--- src/rtl/ntt_pkg.sv ---
// Shared NTT datapath constants: modulus and operand width.
package ntt_pkg;
    parameter int DATA_WIDTH = 12;
    parameter int Q          = 3329;
endpackage

--- src/rtl/mont_conv.sv ---
// Bit-serial Montgomery-domain converter (x*2^WIDTH or x*2^-WIDTH mod Q) using shift/add/subtract only.
// Optional macro MONT_CONV_B2B_EN: retire a result and accept the next operand on the same edge.
module mont_conv
    import ntt_pkg::*;
#(
    parameter int WIDTH = DATA_WIDTH
) (
    input  logic                  clk,
    input  logic                  rst,
    input  logic                  in_valid,
    output logic                  in_ready,
    input  logic                  in_dir,
    input  logic [DATA_WIDTH-1:0] in_data,
    output logic                  out_valid,
    input  logic                  out_ready,
    output logic [DATA_WIDTH-1:0] out_data
);

    localparam int CW = $clog2(WIDTH + 1);
    localparam int XW = DATA_WIDTH + 1;
    localparam logic [XW:0]           Q_EXT   = (XW + 1)'(Q);
    localparam logic [DATA_WIDTH-1:0] Q_DATA  = DATA_WIDTH'(Q);
    localparam logic [CW-1:0]         CNT_END = CW'(WIDTH - 1);

    typedef enum logic [1:0] {
        IDLE,
        RUN,
        DONE
    } state_t;

    state_t                  state_reg, state_next;
    logic [XW-1:0]           x_reg, x_next;
    logic [CW-1:0]           cnt_reg, cnt_next;
    logic                    dir_reg, dir_next;
    logic [DATA_WIDTH-1:0]   out_data_reg, out_data_next;
    // Holds in_ready low until the first edge after reset release.
    logic                    ready_en_reg;

    logic                    accept;
    logic                    retire;
    logic [XW:0]             dbl_t;
    logic [XW:0]             dbl_val;
    logic [XW:0]             half_sum;
    logic [XW:0]             half_val;
    logic [XW-1:0]           iter_val;

    // One Montgomery step: modular doubling or halving depending on direction.
    always_comb begin
        dbl_t    = {x_reg, 1'b0};
        dbl_val  = (dbl_t >= Q_EXT) ? (dbl_t - Q_EXT) : dbl_t;
        half_sum = {1'b0, x_reg} + (x_reg[0] ? Q_EXT : '0);
        half_val = half_sum >> 1;
        iter_val = dir_reg ? half_val[XW-1:0] : dbl_val[XW-1:0];
    end

    always_comb begin
        in_ready = 1'b0;
        if (ready_en_reg) begin
            if (state_reg == IDLE) begin
                in_ready = 1'b1;
            end
`ifdef MONT_CONV_B2B_EN
            else if (state_reg == DONE) begin
                in_ready = out_ready;
            end
`endif
        end
    end

    assign out_valid = (state_reg == DONE);
    assign out_data  = out_data_reg;
    assign accept    = in_valid && in_ready;
    assign retire    = out_valid && out_ready;

    always_comb begin
        state_next    = state_reg;
        x_next        = x_reg;
        cnt_next      = cnt_reg;
        dir_next      = dir_reg;
        out_data_next = out_data_reg;
        case (state_reg)
            IDLE: begin
                if (accept) begin
                    x_next        = (in_data == Q_DATA) ? '0 : {1'b0, in_data};
                    dir_next      = in_dir;
                    cnt_next      = '0;
                    out_data_next = '0;
                    state_next    = RUN;
                end
            end
            RUN: begin
                x_next   = iter_val;
                cnt_next = cnt_reg + CW'(1);
                if (cnt_reg == CNT_END) begin
                    out_data_next = iter_val[DATA_WIDTH-1:0];
                    state_next    = DONE;
                end
            end
            DONE: begin
                if (retire) begin
                    state_next = IDLE;
`ifdef MONT_CONV_B2B_EN
                    if (accept) begin
                        x_next        = (in_data == Q_DATA) ? '0 : {1'b0, in_data};
                        dir_next      = in_dir;
                        cnt_next      = '0;
                        out_data_next = '0;
                        state_next    = RUN;
                    end
`endif
                end
            end
            default: begin
                state_next = IDLE;
            end
        endcase
    end

    always_ff @(posedge clk or posedge rst) begin
        if (rst) begin
            state_reg    <= IDLE;
            x_reg        <= '0;
            cnt_reg      <= '0;
            dir_reg      <= 1'b0;
            out_data_reg <= '0;
            ready_en_reg <= 1'b0;
        end else begin
            state_reg    <= state_next;
            x_reg        <= x_next;
            cnt_reg      <= cnt_next;
            dir_reg      <= dir_next;
            out_data_reg <= out_data_next;
            ready_en_reg <= 1'b1;
        end
    end

endmodule

--- config.mk ---
export PLATFORM = sky130hd
export DESIGN_NAME = mont_conv
export DESIGN_NICKNAME = d
export VERILOG_FILES = /design/src/rtl/ntt_pkg.sv /design/src/rtl/mont_conv.sv
export SDC_FILE = /design/constraint.sdc
export NUM_CORES = 1
export LEC_CHECK = 0
export ABC_AREA = 1
export CAP_MARGIN = 25
export CORE_MARGIN = 3
export CORE_UTILIZATION = 25
export CTS_BUF_LIST = sky130_fd_sc_hd__clkbuf_8 sky130_fd_sc_hd__clkbuf_16
export DETAILED_ROUTE_END_ITERATION = 6
export SLEW_MARGIN = 20
export SYNTH_ARGS = -nofsm -noshare
export SYNTH_HDL_FRONTEND = slang
export SYNTH_SLANG_ARGS = --single-unit
export TNS_END_PERCENT = 30
--- constraint.sdc ---
create_clock -name clk -period 3.8 [get_ports clk]
set_input_delay 0.76 -clock clk [delete_from_list [all_inputs] [get_ports clk]]
set_output_delay 0.76 -clock clk [all_outputs]
set_load 0.005 [all_outputs]
==> summary by stage <==
Hold path
The tightest min-delay check is of the reg -> reg type. The end of the worst hold path is out_data[5]$_DFFE_PP0P_. The number of cells on the worst hold path is 2. The worst hold path begins at out_data[5]$_DFFE_PP0P_.

Floorplan
For this design the top-level I/O count stands at 31. The total core area is roughly 8800 µm². The floorplan has 34 rows. The die covers between 10000 and 15000 µm². For this configuration, the core starts out at a cell density of between 20% and 30%. The chip width is 102 µm. The die height is ~100 µm.

STA
The accumulated negative setup slack is 0 ps. At the pin with the least slew margin, the transition time is roughly 760 ps. Across the routed clock network, the largest skew measured is roughly 4.1 ps. The number of setup violations in the final report is 0. After layout, the worst path uses between 60% and 70% of the clock period. Setup repair after global routing left no endpoint under its margin. The final count of hold timing violations came to 0. The minimum period implied by the final worst setup slack is approximately 2300 ps. The final max-slew violation count is 0. The relative slew slack is about half.

The highest attainable clock frequency is ~430 MHz.

Critical path
The peak fanout along the critical path is 21. The worst setup path is launched from a flip-flop. The worst flop-to-flop path startpoint is x_reg[0]$_DFFE_PP0P_. The launching element of the worst setup path is x_reg[0]$_DFFE_PP0P_.

STA puts the critical path data arrival time at ~2600 ps. The path type of the worst setup path is reg -> reg. Setup slack on the worst reg-to-reg path comes out at about 1500 ps. STA classifies the critical path endpoint as a flip-flop. In this run the critical register-to-register path is captured at out_data[8]$_DFFE_PP0P_.

The number of cells on the worst reg-to-reg path is 10. For the worst setup path, the data required time is a little over 4000 ps.

Synthesis
The dominant register cell in the synthesized netlist is dfrtp_1. The synthesized netlist occupies a cell area of 2320 µm². Yosys printed 0 warnings.

The library cell occupying the most area in the post-synthesis netlist is dfrtp_1. Yosys instantiated no cell more often than nand2_1. The flip-flop and latch count after synthesis is 33.

The net count after synthesis is 369. The fraction of synthesis flops using an asynchronous set or reset pin is 100%. Counting distinct cell types in the post-synthesis netlist gives 30. Ranked by total cell area, the synthesized netlist is headed by dfrtp_1 36%, nand2_1 18%, nand3_1 7.8%.

After synthesis, the largest area contributor takes up a little over a third of total cell area. In this run, synthesis inferred 0 flip-flops with an integrated enable. Each instance of the synthesized netlist takes up on average roughly 6.7 µm². After synthesis, the most frequently instantiated cells are 109 x nand2_1, 38 x inv_1, 36 x nand3_1. Synthesis handed over a netlist of 346 instances. The sequential fraction of the synthesis area is a little over a third.

CTS
The tree is rooted in a clkbuf_8. The count of cells resized by post-cts repair is 0. The largest buffer count on any clock path is 2.

Hold repair after CTS inserted 0 buffers. The total number of H-tree levels is 2. TritonCTS built the clock tree. The register clock-pin slew on the reported worst setup and hold paths is approximately 70 ps.

The total number of clock tree sinks is 33. The clock buffer count from CTS is 5. The clock insertion delay at the later pin of the skew report is roughly 300 ps. The post-CTS setup buffer count is 0.

Global routing
For this run, the total global-route usage over all layers was measured as approximately 13%. Global routing finished with a remaining overflow of 0. The first global-routing pass estimated between 10 and 15 mm of wire. Entering global routing, the biggest net connects 34 pins.

The initial antenna violation count is 0. The via count of the first global-routing pass came to 2188.

Drt
The number of DRC markers in iteration 0 is 144. The number of vias per cell is ~4.8. The number of nets with antenna violations after routing is 0.

The detailed router placed approximately 2300 vias in this run. The total length of routed wires is roughly 6 mm. In the routed design, unresolved DRC markers number 0. The pre-antenna-repair detailed-routing pass consisted of 4 iterations. Dividing the detail-routed wire length by the instance count gives 12.7 µm.

Layout
Relative to the synthesized area, the layout overhead comes to 21.5%. Summing all non-filler instances in the final layout gives an area of between 2000 and 3000 µm². The area occupied by registers is slightly above 800 µm². The number of nets in the finished design is between 300 and 400. The multi-input combinational cells in the finished layout cover a total of 1280 µm².

The register with the most flip-flops in the layout has 13 of them. The number of fillers in the final layout is 971. Of the cells placed in the final design, the portion with a size suffix greater than 1 is under 10%. 0 antenna diodes ended up in the layout.

Power and ir drop
The largest voltage drop on the vdd net is between 0.4 and 0.5 mV. The total power divided by cell area is between 800 and 900 nW/µm². Overall power consumption after layout is estimated at about 2.4 mW. The static leakage is 1.34 nW.

Place
The count of buffers from port buffering is 30. The post-place instance area is 2700 µm². Routability-driven placement finished with a final weighted congestion of between 0.8 and 0.9. The HPWL after detailed placement is ~4.7 mm.

Job
The tool flagged a number of max-cap violations equal to 0.

Status
The flow ran to the end, and the final reports show no timing, DRC or antenna violations.
## cells by family (layout without fill, tap and decap cells)
kind of cell / Yosys count / after routing / share of synthesized area, %
adders and majority gates: 6 / 6 / 3.24
AOI/OAI and AO/OA: 55 / 55 / 14.0
xor gates and xnor gates: 5 / 5 / 1.89
DFF: 33 / 33 / 35.6
other: 1 / 1 / 0.162
and+or+nand+nor: 196 / 196 / 35.8
buffers and inverters: 50 / 79 / 9.28
## routing by layer
layer | track usage [%] | part of all wire, % | vias up
li1 | - | - | 1180
met3 | 2.53 | 5.4 | 8
met1 | 17.6 | 49 | 1061
met5 | 0 | 0 | -
met4 | 2.72 | 1.5 | 0
met2 | 20.0 | 44 | 58
## cell type report
type / instances / share of cell area, %
Inverter: 39 / 5.20
Multi-Input combinational cell: 263 / 45.4
Clock inverter: 2 / 1.20
Tap cell: 108 / 4.80
Sequential cell: 33 / 29.3
Timing Repair Buffer: 32 / 11.2
Clock buffer: 6 / 2.93
## cell usage in the layout, fill, tap and decap left out
master	Yosys	final
a21oi_1	15	15
a22o_1	1	1
buf_4	2	2
bufinv_16	0	1
clkbuf_8	0	6
clkdlybuf4s50_1	0	30
conb_1	1	1
dfrtp_1	33	33
ha_1	6	6
inv_1	38	39
inv_2	1	1
nand2_1	109	109
nand2_2	1	1
nand3_1	36	36
nand3b_1	4	4
nand4_1	2	2
nor2_1	35	35
nor2_2	3	3
nor3_1	2	2
nor3b_1	1	1
nor3b_2	1	1
nor4_1	2	2
o2111ai_1	1	1
o211ai_1	4	4
o21ai_0	19	19
o21ai_1	5	5
o21ai_2	8	8
o22ai_1	2	2
xor2_1	5	5
## worst max-delay path, cell delays in order, from the launching register on
cell	delay, ps
dfrtp_1	530
inv_1	150
nand3_1	220
nand2_1	80
nand2_1	560
nand2_1	100
nand2_1	90
nand3_1	80
o21ai_1	240
nand3_1	120
nand2_1	80
## how the worst max path moves through the flow
stage	depth (start not counted)	slack, ps	endpoint
after floorplan	8	2210	out_data[1]$_DFFE_PP0P_
after global placement	6	1480	cnt_reg[2]$_DFFE_PP0P_
after detailed placement	6	1430	cnt_reg[2]$_DFFE_PP0P_
after CTS	10	1500	out_data[8]$_DFFE_PP0P_
after global routing	10	1270	out_data[8]$_DFFE_PP0P_
final	10	1490	out_data[8]$_DFFE_PP0P_
## stage by stage
step / cells / hold slack [ps] / util [%] / setup WS [ps]
after floorplan: 346 / 470 / - / 2210
after global placement: 475 / 465 / 30.5 / 1480
after detailed placement: 475 / 468 / 30.5 / 1430
after CTS: 483 / 485 / 31.8 / 1500
after global routing: 483 / 505 / 31.8 / 1270
final: 483 / 481 / 31.8 / 1490
## where the power goes
group          leakage (nW)  internal [mW]  switching [mW]  total, mW
registers             0.422          0.492           0.198      0.690
logic                 0.855          0.518           0.894       1.41
clock network        0.0626          0.211           0.135      0.346
Power figures use the tool's default switching activity.
